`src/rtl/agex_pkg.sv`:
```
// Shared encodings for the AGEX execute stage: ALU op codes, flag bit
// positions inside out_flags, ModRM mod values and the execute FSM states.
package agex_pkg;

    // ALU op encodings carried on in_aluk
    localparam logic [2:0] ALUK_ADD = 3'b000;
    localparam logic [2:0] ALUK_OR  = 3'b001;
    localparam logic [2:0] ALUK_AND = 3'b010;
    localparam logic [2:0] ALUK_XOR = 3'b011;
    localparam logic [2:0] ALUK_SUB = 3'b100;
    localparam logic [2:0] ALUK_SHR = 3'b101;
    localparam logic [2:0] ALUK_SHL = 3'b110;
    localparam logic [2:0] ALUK_SAR = 3'b111;

    // Bit positions inside out_flags = {OF,SF,ZF,CF}
    localparam int FLAG_CF = 0;
    localparam int FLAG_ZF = 1;
    localparam int FLAG_SF = 2;
    localparam int FLAG_OF = 3;

    // ModRM mod field
    localparam logic [1:0] MOD_IND    = 2'b00;
    localparam logic [1:0] MOD_DISP8  = 2'b01;
    localparam logic [1:0] MOD_DISP32 = 2'b10;
    localparam logic [1:0] MOD_REG    = 2'b11;

    // r/m value that turns mod 00 into a displacement-only address
    localparam logic [2:0] RM_DISP_ONLY = 3'b101;

    // Execute FSM states
    localparam logic [0:0] ST_IDLE  = 1'b0;
    localparam logic [0:0] ST_SHIFT = 1'b1;

    // True for the three shift ops
    function automatic logic is_shift_op(input logic [2:0] aluk);
        return (aluk == ALUK_SHR) || (aluk == ALUK_SHL) || (aluk == ALUK_SAR);
    endfunction

endpackage

```
`src/rtl/agex_ea_gen.sv`:
```
// Combinational effective-address generator for ModRM-style addressing.
// Kept free of state so other pipeline stages can reuse it directly.
module agex_ea_gen
    import agex_pkg::*;
#(
    parameter int WIDTH = 32
) (
    input  logic [WIDTH-1:0] src1,
    input  logic [WIDTH-1:0] disp,
    input  logic [1:0]       mod,
    input  logic [2:0]       rm,
    output logic [WIDTH-1:0] addr,
    output logic             addr_v
);

    // disp8 lives in the top byte of the displacement field
    logic [WIDTH-1:0] disp8_sext;
    assign disp8_sext = {{(WIDTH-8){disp[WIDTH-1]}}, disp[WIDTH-1:WIDTH-8]};

    // Select base/displacement combination from mod and r/m
    always_comb begin
        // NOTE: every output gets a default before the case so no path can infer a latch.
        addr   = '0;
        addr_v = 1'b1;
        case (mod)
            MOD_IND:    addr = (rm == RM_DISP_ONLY) ? disp : src1;
            MOD_DISP8:  addr = src1 + disp8_sext;
            MOD_DISP32: addr = src1 + disp;
            MOD_REG: begin
                addr   = '0;
                addr_v = 1'b0;
            end
            default: begin
                addr   = '0;
                addr_v = 1'b0;
            end
        endcase
    end

endmodule

```
`src/rtl/agex_exec_pipe.sv`:
```
// AGEX execute stage: single-cycle ALU, iterative multi-cycle shifter and
// effective-address generation feeding a one-entry valid/ready output register.
module agex_exec_pipe
    import agex_pkg::*;
#(
    parameter int WIDTH      = 32,
    parameter int SHAMT_W    = 5,
    parameter int SHIFT_STEP = 8
) (
    input  logic             clk,
    input  logic             rst,
    input  logic             in_valid,
    output logic             in_ready,
    input  logic [2:0]       in_aluk,
    input  logic [WIDTH-1:0] in_src1,
    input  logic [WIDTH-1:0] in_src2,
    input  logic [1:0]       in_mod,
    input  logic [2:0]       in_rm,
    input  logic [WIDTH-1:0] in_disp,
    output logic             out_valid,
    input  logic             out_ready,
    output logic [WIDTH-1:0] out_result,
    output logic [WIDTH-1:0] out_addr,
    output logic             out_addr_v,
    output logic [3:0]       out_flags
);

    localparam int                 STEP_W  = SHAMT_W + 1;
    localparam logic [SHAMT_W:0]   STEP_N  = STEP_W'(SHIFT_STEP);
    localparam logic [SHAMT_W-1:0] MSB_IDX = SHAMT_W'(WIDTH - 1);

    // Shift engine state
    logic [0:0]         state_q;
    logic [WIDTH-1:0]   acc_q;
    logic [SHAMT_W-1:0] rem_q;
    logic [2:0]         op_q;
    logic [WIDTH-1:0]   addr_q;
    logic               addr_v_q;

    // Handshake
    logic accept, pop, out_free;
    logic in_is_shift, shift_start, alu_write;
    logic [SHAMT_W-1:0] shamt_in;

    assign shamt_in    = in_src2[SHAMT_W-1:0];
    assign out_free    = !out_valid || out_ready;
    assign in_ready    = !rst && (state_q == ST_IDLE) && out_free;
    assign accept      = in_valid && in_ready;
    assign pop         = out_valid && out_ready;
    assign in_is_shift = is_shift_op(in_aluk);
    assign shift_start = accept && in_is_shift && (shamt_in != '0);
    assign alu_write   = accept && !shift_start;

    // Effective address of the incoming request
    logic [WIDTH-1:0] ea_addr;
    logic             ea_addr_v;

    agex_ea_gen #(.WIDTH(WIDTH)) u_ea_gen (
        .src1   (in_src1),
        .disp   (in_disp),
        .mod    (in_mod),
        .rm     (in_rm),
        .addr   (ea_addr),
        .addr_v (ea_addr_v)
    );

    // Single-cycle ALU datapath
    logic [WIDTH:0]   sum_ext;
    logic [WIDTH-1:0] diff;
    logic [WIDTH-1:0] alu_result;
    logic             alu_cf, alu_of;

    assign sum_ext = {1'b0, in_src1} + {1'b0, in_src2};
    assign diff    = in_src1 - in_src2;

    // ALU result and arithmetic flags; shift-by-zero falls through to src1
    always_comb begin
        alu_result = in_src1;
        alu_cf     = 1'b0;
        alu_of     = 1'b0;
        case (in_aluk)
            ALUK_ADD: begin
                alu_result = sum_ext[WIDTH-1:0];
                alu_cf     = sum_ext[WIDTH];
                alu_of     = (in_src1[WIDTH-1] == in_src2[WIDTH-1]) &&
                             (sum_ext[WIDTH-1] != in_src1[WIDTH-1]);
            end
            ALUK_SUB: begin
                alu_result = diff;
                alu_cf     = in_src1 < in_src2;
                alu_of     = (in_src1[WIDTH-1] != in_src2[WIDTH-1]) &&
                             (diff[WIDTH-1] != in_src1[WIDTH-1]);
            end
            ALUK_OR:  alu_result = in_src1 | in_src2;
            ALUK_AND: alu_result = in_src1 & in_src2;
            ALUK_XOR: alu_result = in_src1 ^ in_src2;
            default:  alu_result = in_src1;
        endcase
    end

    // Iterative shifter: one step of up to SHIFT_STEP positions per cycle
    logic [SHAMT_W:0]   rem_ext, step_n;
    logic [SHAMT_W-1:0] step_n_m1;
    logic               step_last;
    logic [WIDTH-1:0]   acc_next;
    logic               shift_cf;
    logic               shift_fire, shift_done;

    assign rem_ext    = {1'b0, rem_q};
    assign step_last  = rem_ext <= STEP_N;
    assign step_n     = step_last ? rem_ext : STEP_N;
    assign step_n_m1  = SHAMT_W'(step_n - 1'b1);
    // The last step may only run when the output register can take the result
    assign shift_fire = (state_q == ST_SHIFT) && (!step_last || out_free);
    assign shift_done = shift_fire && step_last;

    // Shift the accumulator and pick the last bit shifted out
    always_comb begin
        acc_next = acc_q >> step_n;
        shift_cf = acc_q[step_n_m1];
        case (op_q)
            ALUK_SHL: begin
                acc_next = acc_q << step_n;
                shift_cf = acc_q[MSB_IDX - step_n_m1];
            end
            ALUK_SAR: acc_next = $signed(acc_q) >>> step_n;
            default:  acc_next = acc_q >> step_n;
        endcase
    end

    // Data written into the output register, from ALU or shifter
    logic             out_wr;
    logic [WIDTH-1:0] wr_result, wr_addr;
    logic             wr_addr_v;
    logic [3:0]       wr_flags;

    assign out_wr = alu_write || shift_done;

    always_comb begin
        wr_result = shift_done ? acc_next : alu_result;
        wr_addr   = shift_done ? addr_q   : ea_addr;
        wr_addr_v = shift_done ? addr_v_q : ea_addr_v;
        wr_flags  = '0;
        wr_flags[FLAG_ZF] = (wr_result == '0);
        wr_flags[FLAG_SF] = wr_result[WIDTH-1];
        wr_flags[FLAG_CF] = shift_done ? shift_cf : alu_cf;
        wr_flags[FLAG_OF] = shift_done ? 1'b0     : alu_of;
    end

    // FSM and shift operand registers
    always_ff @(posedge clk) begin
        // NOTE: non-blocking assignments so every register samples pre-edge values.
        if (rst) begin
            state_q  <= ST_IDLE;
            acc_q    <= '0;
            rem_q    <= '0;
            op_q     <= ALUK_ADD;
            addr_q   <= '0;
            addr_v_q <= 1'b0;
        end else begin
            case (state_q)
                ST_IDLE: begin
                    if (shift_start) begin
                        state_q  <= ST_SHIFT;
                        acc_q    <= in_src1;
                        rem_q    <= shamt_in;
                        op_q     <= in_aluk;
                        addr_q   <= ea_addr;
                        addr_v_q <= ea_addr_v;
                    end
                end
                ST_SHIFT: begin
                    if (shift_fire) begin
                        acc_q <= acc_next;
                        rem_q <= rem_q - step_n[SHAMT_W-1:0];
                    end
                    if (shift_done) begin
                        state_q <= ST_IDLE;
                    end
                end
                default: state_q <= ST_IDLE;
            endcase
        end
    end

    // One-entry output register: load wins over pop, pop clears valid
    always_ff @(posedge clk) begin
        if (rst) begin
            out_valid  <= 1'b0;
            out_result <= '0;
            out_addr   <= '0;
            out_addr_v <= 1'b0;
            out_flags  <= '0;
        end else if (out_wr) begin
            out_valid  <= 1'b1;
            out_result <= wr_result;
            out_addr   <= wr_addr;
            out_addr_v <= wr_addr_v;
            out_flags  <= wr_flags;
        end else if (pop) begin
            out_valid  <= 1'b0;
        end
    end

endmodule

```
`config.mk`:
```
export PLATFORM = sky130hd
export DESIGN_NAME = agex_exec_pipe
export DESIGN_NICKNAME = d
export VERILOG_FILES = /design/src/rtl/agex_pkg.sv /design/src/rtl/agex_ea_gen.sv /design/src/rtl/agex_exec_pipe.sv
export SDC_FILE = /design/constraint.sdc
export NUM_CORES = 1
export LEC_CHECK = 0
export CAP_MARGIN = 20
export CORE_AREA = 2 2 214 216
export DETAILED_ROUTE_END_ITERATION = 8
export DIE_AREA = 0 0 216 218
export MAX_ROUTING_LAYER = met4
export SYNTH_ARGS = -nofsm -noshare
export SYNTH_HDL_FRONTEND = slang
export SYNTH_HIERARCHICAL = 1
export SYNTH_SLANG_ARGS = --single-unit
```
`constraint.sdc`:
```
create_clock -name clk -period 4.6 [get_ports clk]
set_input_delay 0.92 -clock clk [delete_from_list [all_inputs] [get_ports clk]]
set_output_delay 0.92 -clock clk [all_outputs]
set_load 0.05 [all_outputs]
```
Yosys cells after proc, flatten, opt, wreduce, memory -nomap -nowiden
Cells that the tools add are included.
Cells by class
  add/sub/neg operators: 7
  magnitude comparators: 4
  equal/unequal tests: 19
  shifts and indexed selects: 3
  muxes and demuxes: 29
  bitwise operators: 4
  reductions and logical operators: 27
Operators with widths (number)
  32-bit two-way mux: 5
  32-bit case mux with 5 select lines: 1
  32-bit case mux with 2 select lines: 2
  32-bit case mux with 4 select lines: 1
  32-bit adder: 2
  32-bit by 32-bit adder with 33-bit output: 1
  32-bit AND: 1
  32-bit zero test: 1
  32-bit < comparator: 1
  32-bit OR: 1
  32-bit by 5-bit << shifter with 32-bit output: 1
  32-bit by 5-bit >> shifter with 32-bit output: 1
  32-bit by 5-bit >>> shifter with 32-bit output: 1
  32-bit subtractor: 1
  32-bit XOR: 1
  3-bit equality test, second input constant: 7
  5-bit two-way mux: 3
  5-bit by 6-bit < comparator with 1-bit output, second input constant: 2
  1-bit logical AND: 11
  1-bit two-way mux: 11
  1-bit binary-select mux with 5-bit select: 2
  5-bit case mux with 2 select lines: 1
  3-bit by 2-bit equality test with 1-bit output, second input constant: 2
  1-bit case mux with 2 select lines: 3
  19 further kinds: 30
Word-level totals
  register bits: 144
  bits of input ports: 108
  logic and storage cells: 104

Longest topological paths before layout
Gate-level depths: netlist of run 1.
  depth in word-level cells: 10
  mapped depth: 19
  mapped depth without buffers: 15

Cells and area by module
Netlist of run 1, hierarchy kept.
By module, submodules not included
  agex_exec_pipe: times used 1, cells an instance 2313, area each 16032.9 µm², seq. area each 2862.7 µm²
  agex_ea_gen: times used 1, cells an instance 386, area each 2665.1 µm², seq. area each 0.0 µm²

Worst setup path before layout of run 1
Ideal clock, no wire load.
  path type: input to register
  from: in in_mod[0]
  to: reg out_addr[27]
  setup time: 0.132 ns
  data arrival time: 4.198 ns
  data required time: 4.468 ns
  setup slack: 0.270 ns
  stages: 19
  path buffers: 4
  cell sequence: inv_1 > ha_1 > clkbuf_1 > nand2b_1 > clkbuf_1 > clkbuf_1 > nand2_1 > ha_1 > buf_6 > a21oi_1 > o21ai_1 > a32oi_1 > a31o_2 > o21ai_4 > a211oi_4 > nor4_1 > or4_1 > a22oi_1 > a21oi_1
Between the ends
  word-level cells in the longest chain between the ends: 3
  elaborated cells on any way between the ends: 6
  classes of those cells: eq/ne (3); mux (2); reduce/logical (1)
Ends and longest elaborated chain
  from (decl): line agex_exec_pipe.sv:17  | input logic [1:0] in_mod,
  2-bit equality test (tied with other cells): line agex_ea_gen.sv:25  | case (mod)
  32-bit case mux with 4 select lines *: line agex_ea_gen.sv:25
  named net ea_addr[27]: line agex_exec_pipe.sv:55  | logic [WIDTH-1:0] ea_addr;
  32-bit two-way mux *: line agex_exec_pipe.sv:141  | wr_addr = shift_done ? addr_q : ea_addr;
  to (signal assigned): line agex_exec_pipe.sv:197  | out_addr <= wr_addr;
  to (decl): line agex_exec_pipe.sv:23  | output logic [WIDTH-1:0] out_addr,
Mark *: on every way through the listed nets, which the timed path passes. The rest lies on a longest branch.
A chain may end at the register's enable or synchronous reset.

Final worst setup path of run 1
  from: in in_src1[4]
  to: reg out_flags[1]
Between the ends
  word-level cells in the longest chain between the ends: 4
  elaborated cells on any way between the ends: 8
  classes of those cells: add/sub (2); mux (2); bitwise (3); reduce/logical (1)
Ends and longest elaborated chain
  from (decl): line agex_exec_pipe.sv:15  | input logic [WIDTH-1:0] in_src1,
  32-bit subtractor (tied with other cells): line agex_exec_pipe.sv:74  | assign diff = in_src1 - in_src2;
  32-bit case mux with 5 select lines *: line agex_exec_pipe.sv:81  | case (in_aluk)
  32-bit two-way mux *: line agex_exec_pipe.sv:140  | wr_result = shift_done ? acc_next : alu_result;
  32-bit zero test *: line agex_exec_pipe.sv:144  | wr_flags[FLAG_ZF] = (wr_result == '0);
  to (signal assigned): line agex_exec_pipe.sv:199  | out_flags <= wr_flags;
  to (decl): line agex_exec_pipe.sv:25  | output logic [3:0] out_flags
Mark *: on every way between the ends. The rest lies on a longest branch, timed or not.

==> metrics.yaml, run 1 <==
status:
  status: "completed"
power_and_ir_drop:
  p_sw_mw: 2.56
  p_comb_frac: 0.503
  sw_frac_of_total: 0.437
  pwr-share-clk: 0.252
  max-vdd-ir-drop_mv: 0.228
  p_leak_nw: 9.41
  p_per_area_nw_per_um2: 250
  p_int_mw: 3.30
  sequentialPowerShare: 0.245
sta:
  max_freq_ghz: 0.227
  tightest_slew_ns: 1.04
  finalCritPeriodShare: 0.959
  relSlewSlack: 0.308
  tns_ns: 0
  hold_violations: 0
  rsz0062_at_grt: "no"
  skew_ns: 0.0144
  setup_ws_ns: 0.187
  fin_crit_ns: 4.41
  finalSetupViolations: 0
  slew_viol_final: 0
yosys:
  synth_fp_nets: 2954
  yosysUniqueCellTypes: 104
  synth_edf_count: 0
  netlist.area_leader.share: 0.153
  syn_inst: 2699
  synth-seq-cells: 143
  synthArstFlopShare: 0
  synth_area_leaders: "dfxtp_1, ha_1, a21oi_1"
  ys_warn_count: 6
  synth_area_leader_cell: "dfxtp_1"
  netlist_area_um2: 18700
  ys_seq_area_frac: 0.153
  synth_ff_type: "dfxtp_1"
  syn_avg_cell_area_um2: 6.93
floorplan:
  dieWidth_um: 216
  io_pins: 179
  die_y_um: 218
  die_area_um2: 47100
  core_area_um2: 44900
  rows: 78
  start_util: 0.416
run:
  drv_cap: 0
drt:
  drtIter0Drc: 3056
  vias: 22900
  first_pass_iters: 6
  wl_um: 93100
  postRouteAntennaNets: 0
  via_per_inst: 6.38
  detail_route.wl_per_cell_um: 25.9
  drc: 0
setup_path:
  critPathCaptureType: "flop"
  critPathKind: "input port to flop"
  cp.arrival_ns: 4.80
  cp-start-kind: "input port"
  required_ns: 4.99
  cp_max_fo: 4
global_routing:
  grt_max_degree: 78
  grt_pass1_vias: 21500
  grt-ovfl-total: 0
  antenna_found_initial: 7
  grt_util_all_layers: 0.396
  grt_pass1_wl_um: 138000
clocking:
  h-tree-depth: 4
  clk_pin_slew_ns: 0.07
  numCtsBuffers: 17
  cts_root_buffer: "clkbuf_16"
  holdBufCountCts: 0
  clock_path_buffers: 2
  cts_tree: "yes"
  clk_latency_ns: 0.44
  cts_sinks: 143
placement:
  dp_hpwl_um: 71500
  io_buffer_count: 178
  place_congestion: 1.02
  dp_slack_ns: -0.420
layout:
  final_common_cell: "nand2_1"
  final_cell_mix: "nand2_1, buf_4, a21oi_1"
  final_net_count: 3234
  drive_gt1_frac: 0.155
  area_growth_pct: 25.3
min_path:
  min_path_type: "flop to flop"
## layout make-up
cell class	count	area, µm²
repair buffers	499	4280
clock inverters	15	190
inverters	114	428
well taps	600	751
diodes	7	17.5
clock buffers	17	425
flip-flops and latches	143	2870
multi-input cells	2204	14500
fillers	4507	21500
## timing repair
item                       4_1_cts  5_1_grt
buffers inserted                 0        1
setup endpoints to repair        0        3
gates resized for setup          0        4
## final timing paths
check	startpoint	end	slack (ns)	cells past startpoint
worst max-delay path	in_src1[4]	out_flags[1]	0.19	17
worst min register to register	addr_q[31]	addr_q[31]	0.45	2
worst max register to register	rem_q[4]	out_flags[1]	0.57	12
worst min-delay path	addr_q[31]	addr_q[31]	0.45	2
## per-stage QoR
| stage | power (mW) | cells | instance area (µm²) | util | hold WS (ns) |
|---|---|---|---|---|---|
| 2_1_floorplan | 3.09 | 2699 | 18700 | - | 0.436 |
| 3_3_place_gp | 4.30 | 3559 | 22800 | 0.507 | 0.442 |
| 3_5_place_dp | 4.31 | 3559 | 22800 | 0.507 | 0.445 |
| 4_1_cts | 5.79 | 3591 | 23400 | 0.521 | 0.453 |
| 5_1_grt | 6.11 | 3598 | 23400 | 0.522 | 0.469 |
| 6_report | 5.86 | 3599 | 23400 | 0.522 | 0.453 |
## critical path, cell delays in order
cell	delay (ns)
clkdlybuf4s50_1	0.56
inv_1	0.07
ha_1	0.36
a21oi_1	0.25
o21ai_1	0.18
o21ai_0	0.45
buf_4	0.20
mux2i_1	0.08
a2111oi_2	0.40
buf_4	0.19
o21ai_0	0.19
o211ai_1	0.19
o2111ai_1	0.14
nor4_1	0.28
buf_4	0.17
nand4_1	0.06
nand2_1	0.07
## state kept, by name, summed over array words and instances (netlist names), 3 cells and up
signal and count:
out_addr 32, out_flags 4, addr_q 32, op_q 3
rem_q 5, acc_q 32, out_result 31
## power groups by stage
stage / logic (mW) / registers, mW / clock network (mW)
global route: 3.13 / 1.44 / 1.54
floorplan: 1.59 / 1.50 / 0
detailed placement: 2.86 / 1.45 / 0
CTS: 2.87 / 1.42 / 1.49
finish: 2.95 / 1.43 / 1.48
global placement: 2.85 / 1.45 / 0
## layer usage
| layer | wire length (µm) | share of wire | track usage |
|---|---|---|---|
| met1 | 39400 | 0.42 | 0.521 |
| met4 | 4600 | 0.049 | 0.173 |
| met2 | 39900 | 0.43 | 0.594 |
| met5 | 0 | 0 | - |
| met3 | 9140 | 0.098 | 0.0720 |
## cells in the mapped netlist, drive strengths merged (9+ instances only)
cell and n:
a21oi 292, xnor2 27, buf 77, a211o 11
mux2i 75, a211oi 92, nand2b 31, o31ai 15
o22a 12, o22ai 63, nand3 45, nand4 29
nor2 241, nor3 55, dfxtp 143, or2 13
nand2 372, o221ai 16, ha 144, a2111oi 15
inv 114, xor2 11, o2bb2ai 9, o311ai 10
mux4 17, o21ai 148, a22oi 47, and2 13
nor2b 25, o211ai 38, and3 30, or3 14
o21a 23, nor4 17, o211a 9, a31oi 33
a21o 28, a221oi 15, mux2 24, clkbuf 161
a32oi 11, o21bai 15
## logic make-up (layout without fill, tap and decap cells)
kind of cell    after synthesis  after routing  synth area share
flops                       143            143             0.153
compound gates              981            981             0.352
mux                         116            116            0.0751
xor+xnor                     38             38            0.0178
buf+inv                     352            645            0.0757
other cells                   1              8          0.000201
fa+ha+maj                   147            147            0.0996
simple gates                921            921             0.226
Note: power is estimated with default switching activity, not from simulation.
==> inputs of run 2 (changes only) <==
--- a/config.mk
+++ b/config.mk
@@ -6,9 +6,9 @@
 export NUM_CORES = 1
 export LEC_CHECK = 0
 export CAP_MARGIN = 20
-export CORE_AREA = 2 2 214 216
+export CORE_AREA = 2 2 235 237
 export DETAILED_ROUTE_END_ITERATION = 8
-export DIE_AREA = 0 0 216 218
+export DIE_AREA = 0 0 237 239
 export MAX_ROUTING_LAYER = met4
 export SYNTH_ARGS = -nofsm -noshare
 export SYNTH_HDL_FRONTEND = slang
==> run 2 against run 1 <==
Effect of this change: register-to-register slack improved by 0.15 ns; final area increased by 0.55%; core utilization decreased by 8.8 points; clock skew up 0.0016 ns; critical path type unchanged; largest power group unchanged.
==> metrics.yaml, run 2 (same netlist as run 1, synthesis figures left out) <==
power_and_ir_drop:
  p_per_area_nw_per_um2: 247
  p_sw_mw: 2.57
  max-vdd-ir-drop_mv: 0.274
  finalPower_mw: 5.82
  p_int_mw: 3.25
  p_leak_nw: 9.41
  sw_frac_of_total: 0.442
  p_comb_frac: 0.512
  sequentialPowerShare: 0.246
  pwr-share-clk: 0.241
setup_path:
  critPathCaptureType: "flop"
  critPathKind: "input port to flop"
  crit_buf_inv: 4
  cp_max_fo: 6
  r2r_cells: 11
  crit_top_cell: "a211oi_1"
  cp.arrival_ns: 4.86
  r2r_end: "out_result[13]"
  cpPeakStageDelay_ns: 0.65
  cp-start-kind: "input port"
  crit_slowest_cell: "clkdlybuf4s50_1"
  required_ns: 4.91
  critPathTopFamily: "compound AO/OA/AOI/OAI gates"
  crit_chain: "clkdlybuf4s50_1 > inv_1 > ha_1 > a211oi_1 > o21ai_1 > buf_4 > o211ai_1 > a31oi_1 > o21a_1 > o21a_1 > o31a_1 > o32ai_2 > buf_4 > nor2_1 > a211oi_1 > a211oi_1"
  worst_r2r_startpoint: "rem_q[4]"
  r2r_slack_ns: 0.72
floorplan:
  rows: 86
  die_y_um: 239
  core_area_um2: 54300
  start_util: 0.344
  die_area_um2: 56600
  io_pins: 179
  dieWidth_um: 237
clocking:
  cts_root_buffer: "clkbuf_16"
  cts_sinks: 143
  cts_tree: "yes"
  h-tree-depth: 4
  numCtsBuffers: 17
  clock_path_buffers: 2
  clk_pin_slew_ns: 0.07
  clk_latency_ns: 0.47
global_routing:
  grt_pass1_wl_um: 141000
  antenna_found_initial: 2
  grt_max_degree: 96
  grt-ovfl-total: 0
  grt_pass1_vias: 21600
  grt_util_all_layers: 0.335
drt:
  wl_um: 94500
  vias: 23100
  first_pass_iters: 5
  via_per_inst: 6.23
  drtIter0Drc: 2714
  drc: 0
  postRouteAntennaNets: 0
  detail_route.wl_per_cell_um: 25.5
sta:
  hold_violations: 0
  fin_crit_ns: 4.55
  slew_viol_final: 0
  tightest_slew_ns: 0.935
  skew_ns: 0.0160
  finalCritPeriodShare: 0.989
  tns_ns: 0
  rsz0062_at_grt: "no"
  hold_slack_ns: 0.452
  relSlewSlack: 0.360
  finalSetupViolations: 0
  max_freq_ghz: 0.220
placement:
  place_congestion: 1.02
  placed_area_um2: 22900
  io_buffer_count: 178
  dp_hpwl_um: 72900
layout:
  final_common_cell: "nand2_1"
  fill_cells: 5609
  area_growth_pct: 26.0
  postLayoutCellArea_um2: 23600
  reg_top3: "acc_q: 32 flops, addr_q: 32 flops, out_addr: 32 flops"
  final_net_count: 3240
  final_cell_mix: "nand2_1, buf_4, a21oi_1"
  drive_gt1_frac: 0.157
min_path:
  hold_start: "out_result[24]"
  holdPathEnd: "out_result[24]"
  holdPathStages: 2
  min_path_type: "flop to flop"
run:
  drv_cap: 0
status:
  status: "completed"
[run 2: cell types whose count changed in the layout (fill, tap and decap cells not counted), sizes merged]
| cell | delta |
|---|---|
| buf | +6 |
| bufinv | -1 |
| clkbuf | +1 |
| clkinvlp | +1 |
| diode | -5 |
| inv | -1 |
[run 2: worst max-delay path by stage]
stage / slack [ns] / cells past startpoint / to / startpoint
after global routing: 0.002 / 15 / out_addr[26] / in_mod[1]
after global placement: -0.35 / 16 / out_flags[1] / in_src2[1]
final: 0.05 / 16 / out_result[25] / in_src2[1]
after detailed placement: -0.31 / 16 / out_flags[1] / in_src2[1]
after floorplan: 0.27 / 19 / out_addr[27] / in_mod[0]
after CTS: 0.15 / 16 / out_flags[1] / in_src2[1]
[run 2: what timing repair did]
item	CTS	global route
endpoints found under the setup margin	0	5
buffers inserted	0	1
hold buffers	0	0
resized for setup	0	5
[run 2: power groups by stage]
stage | clock network, mW | logic, mW | registers, mW
2_1_floorplan | 0 | 1.59 | 1.50
3_3_place_gp | 0 | 2.89 | 1.45
3_5_place_dp | 0 | 2.90 | 1.45
4_1_cts | 1.42 | 2.91 | 1.43
5_1_grt | 1.48 | 3.18 | 1.44
6_report | 1.41 | 2.98 | 1.43
[run 2: cell type report]
type                            instances  area, µm²  area share
Antenna cell                            2       5.00    0.000212
Clock buffer                           18        429      0.0182
Clock inverter                         14        148     0.00627
Inverter                              114        428      0.0182
Multi-Input combinational cell       2204      14500       0.615
Sequential cell                       143       2870       0.122
Tap cell                              704        881      0.0374
Timing Repair Buffer                  505       4320       0.184
[run 2: worst reg2reg max path, cell delays in order (launching register included)]
cell	delay (ns)
dfxtp_1	0.52
nor2_2	0.47
buf_4	0.24
buf_4	0.20
nor2_1	0.06
nor3_1	0.44
o21ai_0	0.13
a2111oi_0	0.86
buf_4	0.27
o211ai_1	0.18
buf_4	0.24
a211oi_1	0.20
[run 2: routing by layer]
metal	global-route usage	up-vias	wire (µm)
met5	-	-	0
met4	0.133	0	3890
met3	0.0483	199	7400
met2	0.517	1233	42300
met1	0.442	11100	40900
li1	-	10500	-
[run 2: through the flow]
stage               std cells  utilization  setup slack (ns)
floorplan                2699            -             0.270
global placement         3669        0.422            -0.346
detailed placement       3669        0.422            -0.307
CTS                      3701        0.433             0.145
global route             3704        0.433           0.00195
finish                   3704        0.433            0.0500
==> inputs of run 3 (changes only) <==
--- a/config.mk
+++ b/config.mk
@@ -10,6 +10,7 @@
 export DETAILED_ROUTE_END_ITERATION = 8
 export DIE_AREA = 0 0 237 239
 export MAX_ROUTING_LAYER = met4
+export SLEW_MARGIN = 40
 export SYNTH_ARGS = -nofsm -noshare
 export SYNTH_HDL_FRONTEND = slang
 export SYNTH_HIERARCHICAL = 1
==> run 3 against run 2 <==
Effect of this change: clock skew fell by 0.0012 ns; sequential power about the same; largest power group unchanged; the run now ends with setup timing left; combinational power about the same.
==> metrics.yaml, run 3 (same netlist as run 1, synthesis figures left out) <==
global_routing:
  antenna_found_initial: 0
  grt_max_degree: 96
  grt_pass1_vias: 21600
  grt_util_all_layers: 0.334
  grt-ovfl-total: 0
  grt_pass1_wl_um: 140000
placement:
  dp_hpwl_um: 72800
  place_congestion: 1.02
  dp_slack_ns: -0.266
  io_buffer_count: 178
  placed_area_um2: 22900
layout:
  final_cell_mix: "nand2_1, buf_4, a21oi_1"
  n_antenna_cell: 0
  area_growth_pct: 26.0
  final_net_count: 3241
  postLayoutCellArea_um2: 23600
  fill_cells: 5632
  final_common_cell: "nand2_1"
  drive_gt1_frac: 0.157
  reg_top3: "acc_q: 32 flops, addr_q: 32 flops, out_addr: 32 flops"
setup_path:
  critPathKind: "input port to flop"
  cp-start-kind: "input port"
  critPathTopFamily: "compound AO/OA/AOI/OAI gates"
  cp.arrival_ns: 5.07
  critPathCaptureType: "flop"
  cpPeakStageDelay_ns: 0.65
  crit_chain: "clkdlybuf4s50_1 > inv_1 > ha_1 > a211oi_1 > o21ai_1 > buf_4 > o211ai_1 > a31oi_1 > o21a_1 > o21a_1 > o31a_1 > o32ai_1 > buf_4 > o2111a_1 > nand4_1 > nand2_1"
  crit_buf_inv: 4
  required_ns: 5.02
  crit_slowest_cell: "clkdlybuf4s50_1"
  cp_max_fo: 6
drt:
  first_pass_iters: 5
  drc: 0
  postRouteAntennaNets: 0
  drtIter0Drc: 2737
  via_per_inst: 6.23
  wl_um: 94300
  detail_route.wl_per_cell_um: 25.5
  vias: 23100
power_and_ir_drop:
  p_per_area_nw_per_um2: 248
  p_sw_mw: 2.58
  max-vdd-ir-drop_mv: 0.280
  sw_frac_of_total: 0.443
  pwr-share-clk: 0.243
  p_comb_frac: 0.512
  p_int_mw: 3.25
  sequentialPowerShare: 0.245
  p_leak_nw: 9.41
sta:
  skew_ns: 0.0148
  max_freq_ghz: 0.215
  setup_ws_ns: -0.0491
  hold_violations: 0
  finalCritPeriodShare: 1.01
  rsz0062_at_grt: "no"
  fin_crit_ns: 4.65
  relSlewSlack: 0.432
  tightest_slew_ns: 0.851
  finalSetupViolations: 2
  slew_viol_final: 0
floorplan:
  die_area_um2: 56600
  start_util: 0.344
  rows: 86
  core_area_um2: 54300
  dieWidth_um: 237
  die_y_um: 239
  io_pins: 179
run:
  drv_cap: 0
clocking:
  cts_root_buffer: "clkbuf_16"
  cts_tree: "yes"
  clk_pin_slew_ns: 0.07
  h-tree-depth: 4
  numCtsBuffers: 17
  clock_path_buffers: 2
  cts_sinks: 143
  clk_latency_ns: 0.48
min_path:
  min_path_type: "flop to flop"
status:
  status: "finished, violations left"
  violations: "setup timing"
==> run 3: path summary, 6_finish.rpt <==
path	startpoint	endpoint	slack, ns	cells past startpoint
worst max register to register	rem_q[4]	out_flags[1]	0.84	12
worst min-delay path	out_result[24]	out_result[24]	0.45	2
worst max-delay path	in_src2[1]	out_flags[1]	-0.05	16
worst min register to register	out_result[24]	out_result[24]	0.45	2
==> run 3: layer usage <==
layer | global-route usage | vias up | part of all wire
li1 | - | 10500 | -
met1 | 0.433 | 11100 | 0.43
met2 | 0.519 | 1217 | 0.45
met3 | 0.0515 | 208 | 0.082
met4 | 0.131 | 0 | 0.043
met5 | - | - | 0
==> run 3: area by class of cell <==
| type | count | area (µm²) | area share |
|---|---|---|---|
| well taps | 704 | 881 | 0.0374 |
| flip-flops and latches | 143 | 2870 | 0.122 |
| inverters | 114 | 428 | 0.0182 |
| repair buffers | 506 | 4330 | 0.184 |
| clock inverters | 14 | 153 | 0.00648 |
| multi-input cells | 2204 | 14500 | 0.614 |
| clock buffers | 18 | 429 | 0.0182 |
==> run 3: what timing repair did <==
item	in CTS	in global routing
gates resized for setup	0	3
setup buffers	0	2
hold buffers	0	0
endpoints found under the setup margin	0	2
==> run 3: worst register-to-register path, stage by stage, from the launching register on <==
cell      delay (ns)
dfxtp_1         0.74
nor2_2          0.25
buf_4           0.23
o21a_1          0.23
o211ai_1        0.27
o311ai_0        0.30
o311ai_0        0.21
buf_4           0.19
o21ai_0         0.28
a22oi_1         0.54
and4_1          0.27
nand4_1         0.09
nand2_1         0.09
==> run 3: stage by stage <==
step           power [mW]  utilization  setup TNS [ns]  std cells  hold WS, ns
2_1_floorplan        3.09            -               0       2699        0.436
3_3_place_gp         4.34        0.422           -2.24       3669        0.438
3_5_place_dp         4.35        0.422           -3.17       3669        0.446
4_1_cts              5.78        0.433               0       3701        0.455
5_1_grt              6.10        0.434               0       3703        0.474
6_report             5.84        0.434         -0.0777       3703        0.450
==> run 3: power groups by stage <==
stage	Combinational, mW	Sequential [mW]	Clock [mW]
3_5_place_dp	2.90	1.45	0
2_1_floorplan	1.59	1.50	0
3_3_place_gp	2.89	1.45	0
5_1_grt	3.17	1.44	1.49
6_report	2.99	1.43	1.42
4_1_cts	2.91	1.43	1.44
